[src/rtl/traffic_light_top.sv]
// Two-road intersection traffic-light controller.
// A prescaler produces a one-cycle tick every TICK_DIV clocks. Each tick
// either decrements the phase countdown or, on the last unit of the phase,
// advances to the next phase and reloads the countdown.
module traffic_light_top #(
    parameter int GREEN_TIME  = 30,
    parameter int YELLOW_TIME = 5,
    parameter int TICK_DIV    = 1
) (
    input  logic       clk,
    input  logic       rst_n,
    output logic [2:0] light1,
    output logic [2:0] light2,
    output logic [5:0] count
);

    // Prescaler width covers 0..TICK_DIV-1; at least one bit so that
    // TICK_DIV=1 still elaborates (the prescaler then sits at zero).
    localparam int PW = (TICK_DIV > 1) ? $clog2(TICK_DIV) : 1;
    localparam logic [PW-1:0] PRE_MAX = PW'(TICK_DIV - 1);

    localparam logic [5:0] GREEN_CNT  = 6'(GREEN_TIME);
    localparam logic [5:0] YELLOW_CNT = 6'(YELLOW_TIME);

    localparam logic [2:0] LAMP_RED    = 3'b100;
    localparam logic [2:0] LAMP_YELLOW = 3'b010;
    localparam logic [2:0] LAMP_GREEN  = 3'b001;

    localparam logic [1:0] S0 = 2'd0;
    localparam logic [1:0] S1 = 2'd1;
    localparam logic [1:0] S2 = 2'd2;
    localparam logic [1:0] S3 = 2'd3;

    logic [PW-1:0] prescaler;
    logic          tick;
    logic [1:0]    state;

    logic [1:0]    next_state;
    logic [5:0]    next_len;
    logic [2:0]    next_light1;
    logic [2:0]    next_light2;

    assign tick = (prescaler == PRE_MAX);

    // Prescaler free-runs 0..TICK_DIV-1 and wraps on the tick cycle.
    always_ff @(posedge clk or posedge rst_n) begin
        if (rst_n) begin
            prescaler <= '0;
        end else if (tick) begin
            prescaler <= '0;
        end else begin
            prescaler <= prescaler + 1'b1;
        end
    end

    // Phase that follows the current one, with its length and lamp codes;
    // any unexpected encoding falls back to the S0 values.
    always_comb begin
        next_state  = S0;
        next_len    = GREEN_CNT;
        next_light1 = LAMP_GREEN;
        next_light2 = LAMP_RED;
        case (state)
            S0: begin
                next_state  = S1;
                next_len    = YELLOW_CNT;
                next_light1 = LAMP_YELLOW;
                next_light2 = LAMP_RED;
            end
            S1: begin
                next_state  = S2;
                next_len    = GREEN_CNT;
                next_light1 = LAMP_RED;
                next_light2 = LAMP_GREEN;
            end
            S2: begin
                next_state  = S3;
                next_len    = YELLOW_CNT;
                next_light1 = LAMP_RED;
                next_light2 = LAMP_YELLOW;
            end
            S3: begin
                next_state  = S0;
                next_len    = GREEN_CNT;
                next_light1 = LAMP_GREEN;
                next_light2 = LAMP_RED;
            end
            default: begin
                next_state  = S0;
                next_len    = GREEN_CNT;
                next_light1 = LAMP_GREEN;
                next_light2 = LAMP_RED;
            end
        endcase
    end

    // Phase register, countdown and lamp outputs update only on ticks.
    // A count of 1 (or an impossible 0) ends the phase so count never wraps.
    always_ff @(posedge clk or posedge rst_n) begin
        if (rst_n) begin
            state  <= S0;
            count  <= GREEN_CNT;
            light1 <= LAMP_GREEN;
            light2 <= LAMP_RED;
        end else if (tick) begin
            if (count > 6'd1) begin
                count <= count - 6'd1;
            end else begin
                state  <= next_state;
                count  <= next_len;
                light1 <= next_light1;
                light2 <= next_light2;
            end
        end
    end

endmodule

[config.mk]
export PLATFORM = sky130hd
export DESIGN_NAME = traffic_light_top
export DESIGN_NICKNAME = d
export VERILOG_FILES = /design/src/rtl/traffic_light_top.sv
export SDC_FILE = /design/constraint.sdc
export NUM_CORES = 1
export LEC_CHECK = 0
export CAP_MARGIN = 20
export CELL_PAD_IN_SITES_DETAIL_PLACEMENT = 0
export CELL_PAD_IN_SITES_GLOBAL_PLACEMENT = 2
export CORE_UTILIZATION = 31
export CTS_CLUSTER_SIZE = 30
export DETAILED_ROUTE_END_ITERATION = 7
export MAX_ROUTING_LAYER = met4
export PLACE_DENSITY = 0.77
export SLEW_MARGIN = 20
export SYNTH_ARGS = -nofsm -noshare
export SYNTH_HDL_FRONTEND = slang
export SYNTH_SLANG_ARGS = --single-unit
[constraint.sdc]
create_clock -name clk -period 1.8 [get_ports clk]
set_input_delay 0.18 -clock clk [delete_from_list [all_inputs] [get_ports clk]]
set_output_delay 0.18 -clock clk [all_outputs]
set_load 0.01 [all_outputs]
# Yosys cells after proc, flatten, opt, wreduce, memory -nomap -nowiden
# Index checks and enable logic that the tools add are counted.
totals:
  register_bits: 15
  output_inout_bits: 12
  word_cells: 25
  mem_bits_ro: 0
  n_memories: 0
  mem_bits_rw: 0
  in_bits: 2
  latchBits: 0
classes:
  reduce_logical: 6
  bitwise_logic: 2
  div: 0
  shift: 0
  multipliers: 0
  mux: 6
  n_eq_ne: 3
  magnitude_cmp: 1
  n_addsub: 2
ops:
  columns: ["operator", "count"]
  rows:
  - ["case mux 3 bit (3 select lines)", 2]
  - ["case mux 6 bit (2 select lines)", 1]
  - ["case mux 2 bit (4 select lines)", 1]
  - ["OR reduction 2 bit", 4]
  - ["greater-than comparator 6 x 1 -> 1 bit (second input constant)", 1]
  - ["two-way mux 6 bit", 1]
  - ["subtractor 6 x 1 -> 6 bit (second input constant)", 1]
  - ["equality test 2 bit (second input constant)", 2]
  - ["equality test 2 x 1 -> 1 bit (second input constant)", 1]
  - ["zero test 2 bit", 1]
  - ["NOT 1 bit", 2]
  - ["AND reduction 2 bit", 1]
  - ["adder 1 bit (second input constant)", 1]
  - ["two-way mux 1 bit", 1]

# Longest topological paths before layout
# Gate-level depths: netlist (run 1).
logic_depth:
  depth_word: 4
  ltp_mapped: 5
  mapped_depth_nobuf: 5

# Worst setup path before layout (run 1)
# Ideal clock, no wire load.
synth_timing:
  kind: "register to register"
  start: "reg count[1]"
  end: "reg light1[1]"
  setup_time_ps: 125
  stages_incl_launch_ff: 5
  t_arrival_ps: 1509
  setup_slack_ps: 166
  path_buffers: 0
  required_ps: 1675
  period_less_slack_ps: 1634
  cell_sequence: "dfstp_2 -> inv_1 -> ha_1 -> o21ai_1 -> mux2_2"
synth_between:
  elab_chain_len: 3
synth_rtl:
  columns: ["item", "line_no", "text"]
  rows:
  - ["from (decl)", "14", "output logic [5:0] count"]
  - ["from (signal assigned)", "107", "count <= count - 6'd1;"]
  - ["from (signal assigned)", "110", "count <= next_len;"]
  - ["greater-than comparator 6 x 1 -> 1 bit", "106", "if (count > 6'd1) begin"]
  - ["NOT 1 bit (no line)", null, null]
  - ["AND reduction 2 bit (no line)", null, null]
  - ["to (signal assigned)", "111", "light1 <= next_light1;"]
  - ["to (decl)", "12", "output logic [2:0] light1,"]
# No other way between the ends.
# A chain may end at the register's enable or synchronous reset.

# Worst setup path in the final report (run 1)
layout_timing:
  start: "reg count[5]"
  end: "reg light1[2]"
# Same word-level chain as after synthesis.

==> results of run 1 <==
## cells by family after synthesis
logic type / count (synthesis)
muxes: 10
AOI/OAI and AO/OA: 5
buffers and inverters: 8
adders and majority gates: 6
xor gates and xnor gates: 2
DFF: 13
and+or+nand+nor: 9
## final cells by class
| type | instances | area share |
|---|---|---|
| Tap cell | 27 | 0.04012 |
| Sequential cell | 13 | 0.3952 |
| Multi-Input combinational cell | 32 | 0.3432 |
| Clock buffer | 4 | 0.03120 |
| Timing Repair Buffer | 14 | 0.1634 |
| Inverter | 6 | 0.02675 |
## cell usage after synthesis
cell type / n / area (um2)
ha_1: 6 / 75.07
o31ai_1: 1 / 7.510
xnor2_1: 1 / 8.760
nand2_1: 2 / 7.510
dfstp_2: 6 / 157.7
o21ai_1: 1 / 5.000
xor2_1: 1 / 8.760
a21oi_1: 1 / 5.000
or3b_2: 1 / 8.760
o221ai_1: 1 / 8.760
dfrtp_1: 7 / 175.2
inv_1: 6 / 22.52
buf_4: 2 / 15.01
mux2_2: 6 / 67.56
nor4_1: 1 / 6.260
nand2b_1: 1 / 6.260
o21a_1: 1 / 7.510
or3_4: 1 / 11.26
nor2_1: 2 / 7.510
or4_1: 1 / 7.510
mux2i_1: 4 / 40.04
## flip-flops by register name, indices dropped and copies added (netlist names)
register  flops
light1        3
light2        3
state         1
count         6
## where the power goes
group | switching (mW) | total (mW) | internal [mW]
logic | 0.00544 | 0.00745 | 0.00201
clock network | 0.0882 | 0.174 | 0.0855
registers | 0 | 0.293 | 0.293
## layer usage
metal	vias to the layer above	wire, um	global-route usage	share of wire
met5	-	0	-	0
met4	0	12	0.05556	0.011
met3	2	49	0.03704	0.045
met2	9	499	0.1919	0.46
met1	194	528	0.1429	0.48
li1	211	-	-	-
## metrics by stage
step | util | setup slack [ps] | instance area (um2) | hold WS, ps | power, mW
final | 0.4249 | 185.9 | 842.1 | 222.7 | 0.4737
after global routing | 0.4249 | 30.13 | 842.1 | 290.5 | 0.4970
after CTS | 0.4249 | 169.2 | 842.1 | 243.4 | 0.4815
after detailed placement | 0.4116 | 172.6 | 815.8 | 470.5 | 0.3059
after global placement | 0.4116 | 197.2 | 815.8 | 460.5 | 0.3061
after floorplan | - | 166.0 | 659.4 | 52.67 | 0.3021
## path summary, 6_finish.rpt
kind / startpoint / endpoint / slack, ps
max in group asynchronous: rst_n / light2[2]$_DFFE_PP1P_ / 1230
worst min-delay path: rst_n / light2[1]$_DFFE_PP0P_ / 220
min in group clk: light2[2]$_DFFE_PP1P_ / light2[2]$_DFFE_PP1P_ / 470
worst max-delay path: count[5]$_DFF_PP0_ / light1[2]$_DFFE_PP0P_ / 190
worst max register to register: count[5]$_DFF_PP0_ / light1[2]$_DFFE_PP0P_ / 190
worst min register to register: light2[2]$_DFFE_PP1P_ / light2[2]$_DFFE_PP1P_ / 470
==> flow_metrics.py, run 1 <==
metrics = {
    "logic_synthesis": {
        "synth_top_family_by_area": "multiplexers",
        "synth_cell_types": 21,
        "syn_area_um2": 659.4,
        "synth_nets": 61,
        "ys.warnings.count": 0,
        "synth_xor_area_frac": 0.02657,
        "yosys_register_bits": 13,
        "seq_area_frac_synth": 0.5047,
        "synth_fa_ha_area_frac": 0.1139,
        "postSynthAreaPerCell_um2": 12.44,
        "synth-simple-area-share": 0.08349,
        "muxShareOfSynthArea": 0.1632,
        "synth_compound_area_frac": 0.05123,
        "synth_cells": 53,
    },
    "route": {
        "num_vias": 416,
        "routed_via_density": 4.333,
        "drt_iter0_drc": 7,
        "drtPass1Iterations": 4,
        "wl_per_cell_um": 11.35,
        "route.detailed.drc": 0,
        "detail-route-antenna-nets": 0,
        "drt_wl_total_um": 1090,
    },
    "setup_path": {
        "critical-path-max-stage-delay_ps": 410,
        "arrival_ps": 1770,
        "critPathLaunchType": "flop",
        "worstSetupPathDepth": 3,
        "path_cells": "nor4_1, o21a_1, mux2_2",
        "worst_path_max_delay_cell": "dfrtp_1",
        "crit_fanout": 8,
        "path_delay_family": "flip-flops",
        "critPathCaptureType": "flop",
        "crit_buf_inv": 0,
        "r2r_cells": 3,
        "crit_type": "flop to flop",
        "required_ps": 1950,
    },
    "timing": {
        "fin_setup_tns_ps": 0,
        "finalCritPeriodShare": 0.8967,
        "skew_ps": 2.395,
        "tightest_slew_ps": 475.1,
        "rsz0062_at_grt": "no",
        "hold_violations": 0,
        "slew_headroom": 0.6829,
        "fmax_mhz": 619.5,
        "slew_violations": 0,
        "fin_crit_ps": 1614,
        "setup_viol": 0,
    },
    "cts": {
        "cts.hold.buffers_added": 0,
        "cts_tree": "done",
        "clk_pin_slew_ps": 80,
        "clkSinkCount": 13,
        "numCtsBuffers": 3,
        "cts-root-buf": "clkbuf_4",
        "worstSkewPairLatency_ps": 260,
        "h-tree-depth": 1,
        "clockBufferDepth": 2,
        "cts_setup_buffers": 0,
        "ctsResizeCount": 0,
    },
    "final_layout": {
        "fillers": 198,
        "final_common_cell": "clkdlybuf4s50_1",
        "fin_cells": 96,
        "drive_gt1_frac": 0.2609,
        "multi_input_area_um2": 289.0,
        "diodes": 0,
        "regArea_um2": 332.8,
        "syn_to_final_growth_pct": 27.70,
        "final_cell_mix": "13 x clkdlybuf4s50_1, 7 x dfrtp_1",
        "final_nets": 78,
    },
    "global_route": {
        "first_global_vias": 434,
        "antenna_found_initial": 0,
        "grt_pass1_wl_um": 1856,
        "grtUsageTotal": 0.1219,
        "grt_max_degree": 14,
        "grt_overflow": 0,
    },
    "min_path": {
        "hold_class": "input port to async pin",
    },
    "power": {
        "leakage_nw": 0.3851,
        "p_per_area_nw_per_um2": 562.5,
        "peakVddDrop_mv": 0.4886,
    },
    "placement": {
        "placedCellCount": 92,
        "gp_congestion": 0.6924,
        "hpwlAfterDp_um": 850.8,
        "port_buffers": 13,
    },
    "run_status": {
        "outcome": "complete, no violations",
    },
    "floorplanning": {
        "coreArea_um2": 1982,
        "io_pins": 14,
        "dieArea_um2": 2316,
        "start_util": 0.3327,
        "die_h_um": 48.12,
        "fp-row-count": 16,
        "die_w_um": 48.12,
    },
    "job": {
        "cap_violations": 0,
    },
}
Power figures use the tool's default switching activity.
==> run 2: changes to the inputs <==
--- a/config.mk
+++ b/config.mk
@@ -8,11 +8,11 @@
 export CAP_MARGIN = 20
 export CELL_PAD_IN_SITES_DETAIL_PLACEMENT = 0
 export CELL_PAD_IN_SITES_GLOBAL_PLACEMENT = 2
-export CORE_UTILIZATION = 31
+export CORE_UTILIZATION = 25
 export CTS_CLUSTER_SIZE = 30
 export DETAILED_ROUTE_END_ITERATION = 7
 export MAX_ROUTING_LAYER = met4
-export PLACE_DENSITY = 0.77
+export PLACE_DENSITY = 0.65
 export SLEW_MARGIN = 20
 export SYNTH_ARGS = -nofsm -noshare
 export SYNTH_HDL_FRONTEND = slang
==> run 2 against run 1 <==
Net effect: cell count up 3.1%; first-iteration DRC count did not move; combinational power is 2% higher; utilization decreased by 8.3 points; critical path depth is the same; die area up 23%; sequential cell count unchanged; critical path type unchanged; critical endpoint is now light2[1]$_DFFE_PP0P_; largest power group unchanged.
==> flow_metrics.py, run 2 (synthesis results as in run 1) <==
metrics = {
    "final_layout": {
        "diodes": 0,
        "top_regs": "count x6, light1 x3, light2 x3",
        "top_register": "count",
        "final_common_cell": "clkdlybuf4s50_1",
        "final_cell_mix": "13 x clkdlybuf4s50_1, 7 x dfrtp_1",
        "syn_to_final_growth_pct": 28.46,
        "final_nets": 78,
        "drive_gt1_frac": 0.2754,
        "largest_reg_flops": 6,
    },
    "global_route": {
        "met2_usage": 0.1604,
        "grt_overflow": 0,
        "grt_busiest_layer": "met2",
        "grtUsageTotal": 0.1141,
        "grt_max_degree": 14,
        "first_global_vias": 451,
        "antenna_found_initial": 0,
        "grt_pass1_wl_um": 2152,
        "met1_usage": 0.1481,
        "use_met3": 0.02586,
    },
    "floorplanning": {
        "start_util": 0.2662,
        "coreArea_um2": 2477,
        "dieArea_um2": 2847,
        "die_h_um": 53.36,
        "die_w_um": 53.36,
        "io_pins": 14,
        "fp-row-count": 18,
    },
    "setup_path": {
        "required_ps": 1960,
        "arrival_ps": 1740,
        "critPathCaptureType": "flop",
        "crit_type": "flop to flop",
        "critPathLaunchType": "flop",
        "crit_fanout": 8,
        "r2r_cells": 3,
    },
    "timing": {
        "finalCritPeriodShare": 0.8810,
        "fin_setup_tns_ps": 0,
        "slew_violations": 0,
        "slew_headroom": 0.6757,
        "fin_crit_ps": 1586,
        "fmax_mhz": 630.6,
        "skew_ps": 3.507,
        "rsz0062_at_grt": "no",
        "layout_setup_ws_ps": 214.3,
        "tightest_slew_ps": 486.0,
        "hold_violations": 0,
        "setup_viol": 0,
    },
    "cts": {
        "cts_tree": "done",
        "clkSinkCount": 13,
        "cts.hold.buffers_added": 0,
        "h-tree-depth": 1,
        "numCtsBuffers": 3,
        "clk_pin_slew_ps": 80,
        "cts_setup_buffers": 0,
        "ctsResizeCount": 0,
        "cts-root-buf": "clkbuf_4",
        "worstSkewPairLatency_ps": 270,
        "clockBufferDepth": 2,
    },
    "route": {
        "routed_via_density": 4.323,
        "route.detailed.drc": 0,
        "wl_per_cell_um": 12.09,
        "drt_iter0_drc": 7,
        "drt_wl_total_um": 1197,
        "num_vias": 428,
        "drtPass1Iterations": 4,
        "detail-route-antenna-nets": 0,
    },
    "placement": {
        "hpwlAfterDp_um": 855.2,
        "gp_congestion": 0.6617,
        "dp_slack_ps": 109.2,
        "port_buffers": 13,
    },
    "job": {
        "cap_violations": 0,
    },
    "power": {
        "peakVddDrop_mv": 0.2744,
        "leakage_nw": 0.3861,
        "p_per_area_nw_per_um2": 563.9,
    },
    "run_status": {
        "outcome": "complete, no violations",
    },
    "min_path": {
        "hold_class": "input port to async pin",
    },
}
-- run 2: cell counts in the layout (fill, tap and decap cells not counted) --
Identical to the previous run, type by type.
-- run 2: worst max-delay path: stages (launching register included) --
cell and delay (ps):
dfrtp_1 420, nor4_1 370, o21a_2 330, mux2_2 360
-- run 2: per-layer routing --
layer  vias up  share of wire
met3         2          0.043
met2        12           0.45
li1        210              -
met5         -              0
met1       204           0.49
met4         0          0.011
-- run 2: layout make-up --
type	count	area, um2
multi-input cells	32	290.3
inverters	6	22.52
well taps	30	37.54
clock buffers	4	26.28
flip-flops and latches	13	332.8
fillers	274	1630
repair buffers	14	137.6
-- run 2: final timing paths --
path | startpoint | to | slack [ps]
setup / recovery | count[5]$_DFF_PP0_ | light2[1]$_DFFE_PP0P_ | 210
hold / removal | rst_n | light1[2]$_DFFE_PP0P_ | 220
setup reg to reg | count[5]$_DFF_PP0_ | light2[1]$_DFFE_PP0P_ | 210
hold reg to reg | light2[2]$_DFFE_PP1P_ | light2[2]$_DFFE_PP1P_ | 470
max in group asynchronous | rst_n | count[4]$_DFF_PP1_ | 1220
min in group clk | light2[2]$_DFFE_PP1P_ | light2[2]$_DFFE_PP1P_ | 470
-- run 2: where the power goes --
part,leakage [nW],total (mW),switching (mW),internal [mW]
Sequential,0.161,0.293,0,0.293
Clock,0.0150,0.178,0.0919,0.0856
Combinational,0.210,0.00758,0.00557,0.00201
Total,0.386,0.478,0.0975,0.380
-- run 2: stage by stage --
step | total power, mW | hold WS, ps | cells | util | instance area (um2)
2_1_floorplan | 0.3021 | 52.67 | 53 | - | 659.4
3_3_place_gp | 0.3064 | 459.2 | 95 | 0.3308 | 819.5
3_5_place_dp | 0.3064 | 472.3 | 95 | 0.3308 | 819.5
4_1_cts | 0.4914 | 243.9 | 99 | 0.3414 | 845.8
5_1_grt | 0.5121 | 288.6 | 99 | 0.3419 | 847.1
6_report | 0.4777 | 222.7 | 99 | 0.3419 | 847.1
